$ cat src/rtl/hit_scheduler.sv
// hit_scheduler
//   Damage sequencer between the hazard/obstacle requesters and the HP bar.
//   Arbitrates level hit requests round-robin. Each accepted hit produces one
//   single-cycle player_hit pulse, then a frame-counted invulnerability
//   window, with accumulated damage tracked up to a death limit.
//
// Ports
//   pclk        in   pixel clock, the only clock
//   rst         in   asynchronous reset, active-low
//   game_on     in   game running level; low returns the block to IDLE
//   vsync_in    in   vertical sync; each rising edge is one frame tick
//   hit_req     in   [N_SRC] per-source level request, held until acked
//   hit_ack     out  [N_SRC] one-hot single-cycle acknowledge
//   player_hit  out  single-cycle damage pulse to the HP bar
//   dmg_count   out  [3] damage taken, 0..MAX_DMG
//   invuln      out  high during the invulnerability window
//   last_src    out  [3] index of the most recently damaging source
//   game_over   out  high while dead
module hit_scheduler #(
  parameter int N_SRC         = 4,
  parameter int MAX_DMG       = 5,
  parameter int IFRAME_FRAMES = 60
) (
  input  logic             pclk,
  input  logic             rst,
  input  logic             game_on,
  input  logic             vsync_in,
  input  logic [N_SRC-1:0] hit_req,
  output logic [N_SRC-1:0] hit_ack,
  output logic             player_hit,
  output logic [2:0]       dmg_count,
  output logic             invuln,
  output logic [2:0]       last_src,
  output logic             game_over
);

  typedef enum logic [1:0] {
    IDLE   = 2'd0,
    ARMED  = 2'd1,
    INVULN = 2'd2,
    DEAD   = 2'd3
  } state_t;

  localparam logic [2:0]       MAX_DMG_L = 3'(MAX_DMG);
  localparam logic [7:0]       IFRAME_L  = 8'(IFRAME_FRAMES);
  localparam logic [N_SRC-1:0] ONE_HOT0  = N_SRC'(1);

  state_t           state_q, state_d;
  logic [2:0]       rr_ptr_q, rr_ptr_d;
  logic [7:0]       cnt_q, cnt_d;
  logic             vsync_prev_q;
  logic [N_SRC-1:0] hit_ack_q, hit_ack_d;
  logic             player_hit_q, player_hit_d;
  logic [2:0]       dmg_count_q, dmg_count_d;
  logic             invuln_q, invuln_d;
  logic [2:0]       last_src_q, last_src_d;
  logic             game_over_q, game_over_d;

  logic             tick;
  logic             busy;
  logic [3:0]       rr_sel;
  logic [3:0]       low_sel;

  // Round-robin pick: {found, index}. Scanning offsets from high to low lets
  // the smallest offset from ptr overwrite the result and win.
  function automatic logic [3:0] rr_pick(input logic [N_SRC-1:0] req,
                                         input logic [2:0]       ptr);
    logic [3:0] r;
    int         j;
    r = '0;
    for (int i = N_SRC - 1; i >= 0; i--) begin
      j = (int'(ptr) + i) % N_SRC;
      if (req[j]) r = {1'b1, 3'(j)};
    end
    return r;
  endfunction

  // Fixed-priority pick of the lowest set index: {found, index}.
  function automatic logic [3:0] low_pick(input logic [N_SRC-1:0] req);
    logic [3:0] r;
    r = '0;
    for (int i = N_SRC - 1; i >= 0; i--) begin
      if (req[i]) r = {1'b1, 3'(i)};
    end
    return r;
  endfunction

  function automatic logic [2:0] sat_inc(input logic [2:0] d);
    return (d >= MAX_DMG_L) ? MAX_DMG_L : d + 3'd1;
  endfunction

  function automatic logic [2:0] next_ptr(input logic [2:0] w);
    return 3'((int'(w) + 1) % N_SRC);
  endfunction

  always_comb begin
    state_d      = state_q;
    rr_ptr_d     = rr_ptr_q;
    cnt_d        = cnt_q;
    hit_ack_d    = '0;
    player_hit_d = 1'b0;
    dmg_count_d  = dmg_count_q;
    last_src_d   = last_src_q;

    tick    = vsync_in & ~vsync_prev_q;
    // During an ack cycle the acked requester has not yet dropped its level,
    // so no new grant or absorption is made until the ack has gone away.
    busy    = |hit_ack_q;
    rr_sel  = rr_pick(hit_req, rr_ptr_q);
    low_sel = low_pick(hit_req);

    if (!game_on) begin
      state_d     = IDLE;
      rr_ptr_d    = '0;
      cnt_d       = '0;
      dmg_count_d = '0;
    end else begin
      unique case (state_q)
        IDLE: begin
          state_d     = ARMED;
          rr_ptr_d    = '0;
          cnt_d       = '0;
          dmg_count_d = '0;
        end
        ARMED: begin
          if (rr_sel[3] && !busy) begin
            hit_ack_d    = ONE_HOT0 << rr_sel[2:0];
            player_hit_d = 1'b1;
            dmg_count_d  = sat_inc(dmg_count_q);
            last_src_d   = rr_sel[2:0];
            rr_ptr_d     = next_ptr(rr_sel[2:0]);
            if (dmg_count_d == MAX_DMG_L) begin
              state_d = DEAD;
              cnt_d   = '0;
            end else if (IFRAME_FRAMES != 0) begin
              state_d = INVULN;
              cnt_d   = IFRAME_L;
            end
          end
        end
        INVULN: begin
          if (tick) begin
            if (cnt_q <= 8'd1) begin
              state_d = ARMED;
              cnt_d   = '0;
            end else begin
              cnt_d = cnt_q - 8'd1;
            end
          end
          if (low_sel[3] && !busy) hit_ack_d = ONE_HOT0 << low_sel[2:0];
        end
        DEAD: begin
          if (low_sel[3] && !busy) hit_ack_d = ONE_HOT0 << low_sel[2:0];
        end
        default: state_d = IDLE;
      endcase
    end

    invuln_d    = (state_d == INVULN);
    game_over_d = (state_d == DEAD);
  end

  always_ff @(posedge pclk or negedge rst) begin
    if (!rst) begin
      state_q      <= IDLE;
      rr_ptr_q     <= '0;
      cnt_q        <= '0;
      vsync_prev_q <= 1'b0;
      hit_ack_q    <= '0;
      player_hit_q <= 1'b0;
      dmg_count_q  <= '0;
      invuln_q     <= 1'b0;
      last_src_q   <= '0;
      game_over_q  <= 1'b0;
    end else begin
      state_q      <= state_d;
      rr_ptr_q     <= rr_ptr_d;
      cnt_q        <= cnt_d;
      vsync_prev_q <= vsync_in;
      hit_ack_q    <= hit_ack_d;
      player_hit_q <= player_hit_d;
      dmg_count_q  <= dmg_count_d;
      invuln_q     <= invuln_d;
      last_src_q   <= last_src_d;
      game_over_q  <= game_over_d;
    end
  end

  assign hit_ack    = hit_ack_q;
  assign player_hit = player_hit_q;
  assign dmg_count  = dmg_count_q;
  assign invuln     = invuln_q;
  assign last_src   = last_src_q;
  assign game_over  = game_over_q;

endmodule

$ cat config.mk
export PLATFORM = sky130hd
export DESIGN_NAME = hit_scheduler
export DESIGN_NICKNAME = d
export VERILOG_FILES = /design/src/rtl/hit_scheduler.sv
export SDC_FILE = /design/constraint.sdc
export NUM_CORES = 1
export LEC_CHECK = 0
export CAP_MARGIN = 0
export CORE_MARGIN = 3
export CORE_UTILIZATION = 30
export CTS_CLUSTER_SIZE = 12
export DETAILED_ROUTE_END_ITERATION = 12
export HOLD_SLACK_MARGIN = 0.02
export SLEW_MARGIN = 20
export SYNTH_ARGS = -nofsm -noshare
export SYNTH_HDL_FRONTEND = slang
export SYNTH_SLANG_ARGS = --single-unit
$ cat constraint.sdc
create_clock -name pclk -period 2.45 [get_ports pclk]
set_clock_uncertainty 0.15 [all_clocks]
set_input_delay 0.49 -clock pclk [delete_from_list [all_inputs] [get_ports pclk]]
set_output_delay 0.49 -clock pclk [all_outputs]
set_load 0.05 [all_outputs]
Word level (Yosys, flattened, before mapping)
Cells that the tools add are included.
Widths: inputs -> output; s select.
- $add $sub $neg: 6
- multiply operators: 0
- div/mod/pow operators: 0
- magnitude comparators: 6
- equal/unequal tests: 10
- shifts and indexed selects: 2
- muxes and demuxes: 45
- bitwise gates (word level): 5
- reduce and logical (&&, ||, !) cells: 12
- operators with widths (operator ; count):
    $mux 4 ; 11
    $mux 8 ; 4
    $pmux 8 s3 ; 1
    $lt 3x4->1 const B ; 3
    $mux 2 ; 6
    $mux 1 ; 11
    $mux 3 ; 3
    $bmux 1 s2 ; 4
    $eq 2x2->1 const B ; 4
    $le 8x1->1 const B ; 1
    $pmux 4 s2 ; 1
    $reduce_or 2->1 ; 4
    $shl 1x3->4 const A ; 2
    $sub 8x1->8 const B ; 1
    $mux 6 ; 1
    $ne 3x3->1 const B ; 2
    $pmux 2 s3 ; 1
    $pmux 3 s2 ; 1
    $reduce_and 3->1 ; 2
    $add 2x1->2 const B ; 2
    $add 2x2->2 const B ; 2
    $ne 4x1->1 const B ; 1
    $pmux 2 s2 ; 1
    $reduce_or 4->1 ; 1
    13 further kinds ; 16
- flip-flop bits (word level): 26
- bits in latches: 0
- memory bits (writable): 0
- memory bits (read-only): 0
- input port bits: 8
- output and inout port bits: 13
- word-level logic and storage cells: 96
- memories: 0

Logic depth before layout (Yosys ltp)
- depth in word-level cells: 15
- depth in mapped cells: 9
- mapped depth without buffers: 8

Least setup slack after synthesis
No wires, ideal clock.
- kind: reg2reg
- start point: reg dmg_count_q[1], in the netlist dmg_count[1]
- end point: reg cnt_q[5]
- setup time: 0.080 ns
- arrival: 1.937 ns
- required time: 2.220 ns
- setup slack: 0.283 ns
- stages on the path, launching flop included: 8
- path buffers: 0
- clock period less this slack: 2.167 ns
- cells stage by stage: dfrtp_1 -> inv_1 -> ha_1 -> and3b_1 -> a311oi_1 -> and4_1 -> a31oi_1 -> o22ai_2
- word-level cells in the longest chain between the ends: 7
- elaborated cells between the ends (all ways): 8
- those cells by class: add/sub: 1; order compare: 1; eq/ne: 1; mux: 5
- ends and longest elaborated chain (what ; line ; source):
    from (decl) ; 54 ; logic [2:0] dmg_count_q, dmg_count_d;
    from (signal assigned) ; 182 ; dmg_count_q <= dmg_count_d;
    $add 3x1->3 / $ge 3x3->1 (equally long branches) ; 89 ; return (d >= MAX_DMG_L) ? MAX_DMG_L : d + 3'd1;
    $mux 3 * ; 89 ;
    $eq 3x3->1 * ; 132 ; if (dmg_count_d == MAX_DMG_L) begin
    $mux 6 * ; 132 ;
    $mux 8 * ; 126 ; if (rr_sel[3] && !busy) begin
    $pmux 8 s3 * ; 118 ; unique case (state_q)
    $mux 8 * ; 112 ; if (!game_on) begin
    to (signal assigned) ; 178 ; cnt_q <= cnt_d;
    to (decl) ; 50 ; logic [7:0] cnt_q, cnt_d;
Mark *: on every way between the ends. The rest lies on a longest branch, timed or not. The select of a mux whose other input is x is not followed.
A chain may end at the register's enable or synchronous reset.

Worst setup path after layout
- start point: in hit_req[2]
- end point: reg cnt_q[7]
- word-level cells in the longest chain between the ends: 10
- elaborated cells between the ends (all ways): 18
- those cells by class: eq/ne: 1; mux: 15; reduce/logical: 2
- ends and longest elaborated chain (what ; line ; source):
    from (decl) ; 28 ; input logic [N_SRC-1:0] hit_req,
    $bmux 1 s2 ; 73 ; if (req[j]) r = {1'b1, 3'(j)};
    $mux 1 (not written as such) (2 in series) ; 73 ;
    $mux 4 (3 in series) ; 73 ;
    $mux 4 * ; 73 ;
    $logic_and 1x1->1 * ; 126 ;
    $ne 3x3->1 (no source line) * ; n/a ;
    $reduce_and 3->1 (no source line) * ; n/a ;
Marks and branches as above.

==> run_results.csv <==
group,metric,value,unit
status,outcome,"finished clean",
cts,clock_sink_count,25,
cts,path_clk_slew,0.08,ns
flow_run,drv_cap,0,
cts,numCtsBuffers,3,
grt,grt_max_degree,26,
cts,clk-insertion-delay-late,0.26,ns
worst_setup_path,cp.required,2.48,ns
grt,grt_use_total,11.14,%
worst_setup_path,crit_path_end_kind,"flip-flop",
cells_and_area,final_util,40.95,%
synth,synth-edff-count,0,
route,dr.pass1.iters,4,
cts,cts_setup_buffers,0,
floorplan,io-pin-count,21,
synth,yosysUniqueCellTypes,44,
cells_and_area,nets,233,
grt,first_global_vias,1222,
floorplan,die_width,78.03,um
timing,fin_crit,2.222,ns
pwr,power,0.001739,W
route,drcViolationCount,0,
timing,finalSetupViolCount,0,
pwr,p_sw,0.0007543,W
pwr,power_frac_comb,53.9,%
place,finalWeightedCongestion,0.7933,
route,num_vias,1323,
worst_setup_path,crit_end,"cnt_q[7]$_DFFE_PN0P_",
cells_and_area,diodes,0,
floorplan,die-area,6089,sq um
worst_setup_path,crit-reg2reg-launch,"cnt_q[0]$_DFFE_PN0P_",
route,routed_wirelength,3.178,mm
worst_setup_path,startpoint,"hit_req[2]",
floorplan,rows,25,
cells_and_area,syn_to_final_growth,28.38,%
cts,htree_levels,1,
worst_setup_path,critical_path_class,"in -> reg",
route,drtIter0Drc,120,
place,numPortBuffers,19,
timing,worstMarginPinSlew,0.5037,ns
route,avgRoutedWirePerCell,11.43,um
floorplan,initial_utilization,31.90,%
synth,yosysTopAreaCell,"dfrtp_1",
worst_setup_path,crit_fanout,6,
place,dp_hpwl,2.504,mm
synth,synth.net_count,193,
worst_setup_path,ff2ff_path_depth,7,
synth,yosys_most_used_dff,"dfrtp_1",
timing,hold_viol,0,
timing,grt_setup_unrepaired,"no",
floorplan,core-area,4880,sq um
synth,yosys_warnings,0,
pwr,powerDensity,870.1,nW/um^2
cts,cts_resized,0,
cts,cts_hold_buf,0,
timing,drv_slew,0,
timing,max_clock_freq,450.1,MHz
synth,async_reset_ff_share,100.0,%
cells_and_area,num-fill-cells,516,
worst_setup_path,critPathLaunchType,"input port",
floorplan,die_h,78.03,um
cts,root_buffer,"clkbuf_8",
timing,relSlewSlack,66.32,%
pwr,swShare,43.39,%
route,routed_via_density,4.759,
synth,yosysSeqAreaShare,40.19,%
cts,cts_max_path_buffers,2,
synth,synth_cells,172,
grt,antenna_found_initial,0,
synth,ys_ff_latch,25,
pwr,p_int,0.0009843,W
timing,fin_crit_sh,90.69,%
cts,cts_tree,"yes",
worst_setup_path,arrival,2.25,ns
synth,synth_top_area_share,40.19,%
pwr,ir_drop,0.3440,mV
synth,synth.top_cells.by_area,"dfrtp_1 40%, ha_1 10%, a21oi_1 4.8%",
route,ant_nets,0,
pwr,clockPowerShare,13.4,%
hold_path,hold_path_class,"reg -> reg",
worst_setup_path,regToRegEndpoint,"cnt_q[7]$_DFFE_PN0P_",
worst_setup_path,reg2reg_slack,0.26,ns
pwr,seq_power_share,32.7,%
grt,grt_pass1_wl,5.540,mm
synth,syn_area,1556,sq um
pwr,leakagePower,0.9432,nW
grt,grt_overflow_total,0,
cells_and_area,drive_gt1_share,14.69,%
synth,synth.avg_cell_area,9.049,sq um
## critical path, stage by stage
cell and delay (ns):
clkdlybuf4s50_1 0.43, or4_4 0.55, and2_4 0.19, o22ai_4 0.23, buf_4 0.19, a21oi_1 0.04
o21ai_0 0.13
## through the flow
step	hold slack [ns]	instance area, sq um	worst slack, ns	instances	setup TNS [ns]
after detailed placement	0.3228	1953	-0.08349	274	-0.2621
final	0.3395	1998	0.2282	278	0
after global placement	0.3189	1953	-0.01115	274	-0.01892
after floorplan	0.04441	1556	0.2830	172	0
after global routing	0.3844	1998	0.1212	278	0
after CTS	0.3421	1998	0.2151	278	0
## power by group through the flow
stage               Combinational [W]  Clock [W]  Sequential [W]
finish                       0.000937   0.000233        0.000568
global route                  0.00104   0.000265        0.000584
CTS                          0.000937   0.000247        0.000570
detailed placement           0.000933          0        0.000576
global placement             0.000930          0        0.000577
floorplan                    0.000511          0        0.000703
## routing by layer
metal / part of all wire [%] / GRT usage [%] / vias to the layer above
met4: 0.91 / 2.622 / 0
met5: 0 / 0 / -
met2: 44 / 16.44 / 22
li1: - / - / 687
met1: 52 / 16.35 / 612
met3: 3.7 / 2.752 / 2
## cell families (layout without fill, tap and decap cells)
group	Yosys count	after routing	synth area share, %
other cells	1	1	0.2409
compound gates	49	49	20.82
buf+inv	22	61	6.109
fa+ha+maj	13	13	10.45
flops	25	25	40.19
mux	2	2	1.286
simple gates	60	60	20.90
## cell type report
class                      instances  area (sq um)  share of cell area, %
multi-input combinational        125         835.8                  41.83
sequential                        25         625.6                  31.31
timing repair buffer              39         340.3                  17.03
tap                               67         83.83                  4.195
inverter                          18         67.56                  3.381
clock buffer                       4         45.04                  2.254
## state kept, by name, summed over array words and instances, names as in the netlist
| name | count |
|---|---|
| invuln | 1 |
| state_q | 2 |
| vsync_prev_q | 1 |
| game_over | 1 |
| hit_ack | 4 |
| player_hit | 1 |
| cnt_q | 8 |
| last_src | 2 |
| rr_ptr_q | 2 |
| dmg_count | 3 |
## cell usage in the layout, fill, tap and decap left out, drive strengths merged, types with 5 or more instances in the layout
master         count
dfrtp             25
buf               20
clkdlybuf4s50     19
inv               18
nor2              16
a21oi             15
nand2             15
ha                13
o21ai             12
nor3               8
o22ai              5
## cell usage after synthesis, types with 2 or more instances
master / number
o31ai_1: 2
a311oi_1: 2
o22ai_2: 2
or4_1: 2
mux2i_1: 2
o21ai_0: 11
a21oi_1: 15
a22oi_1: 2
a31oi_1: 3
dfrtp_1: 25
a21o_1: 3
nand3_1: 4
o22ai_1: 2
nand2_1: 15
nor2_1: 16
ha_1: 13
nor3_1: 8
inv_1: 18
and3_1: 2
## worst min-delay path by stage
stage,from,endpoint,slack [ns],cells after the start
after detailed placement,last_src[0]$_DFFE_PN0P_,last_src[0]$_DFFE_PN0P_,0.32,2
final,last_src[0]$_DFFE_PN0P_,last_src[0]$_DFFE_PN0P_,0.34,2
after global routing,last_src[0]$_DFFE_PN0P_,last_src[0]$_DFFE_PN0P_,0.38,2
after global placement,last_src[0]$_DFFE_PN0P_,last_src[0]$_DFFE_PN0P_,0.32,2
after floorplan,rst,cnt_q[0]$_DFFE_PN0P_,0.04,0
after CTS,last_src[0]$_DFFE_PN0P_,last_src[0]$_DFFE_PN0P_,0.34,2
No activity file was read; power rests on OpenSTA's default activity.
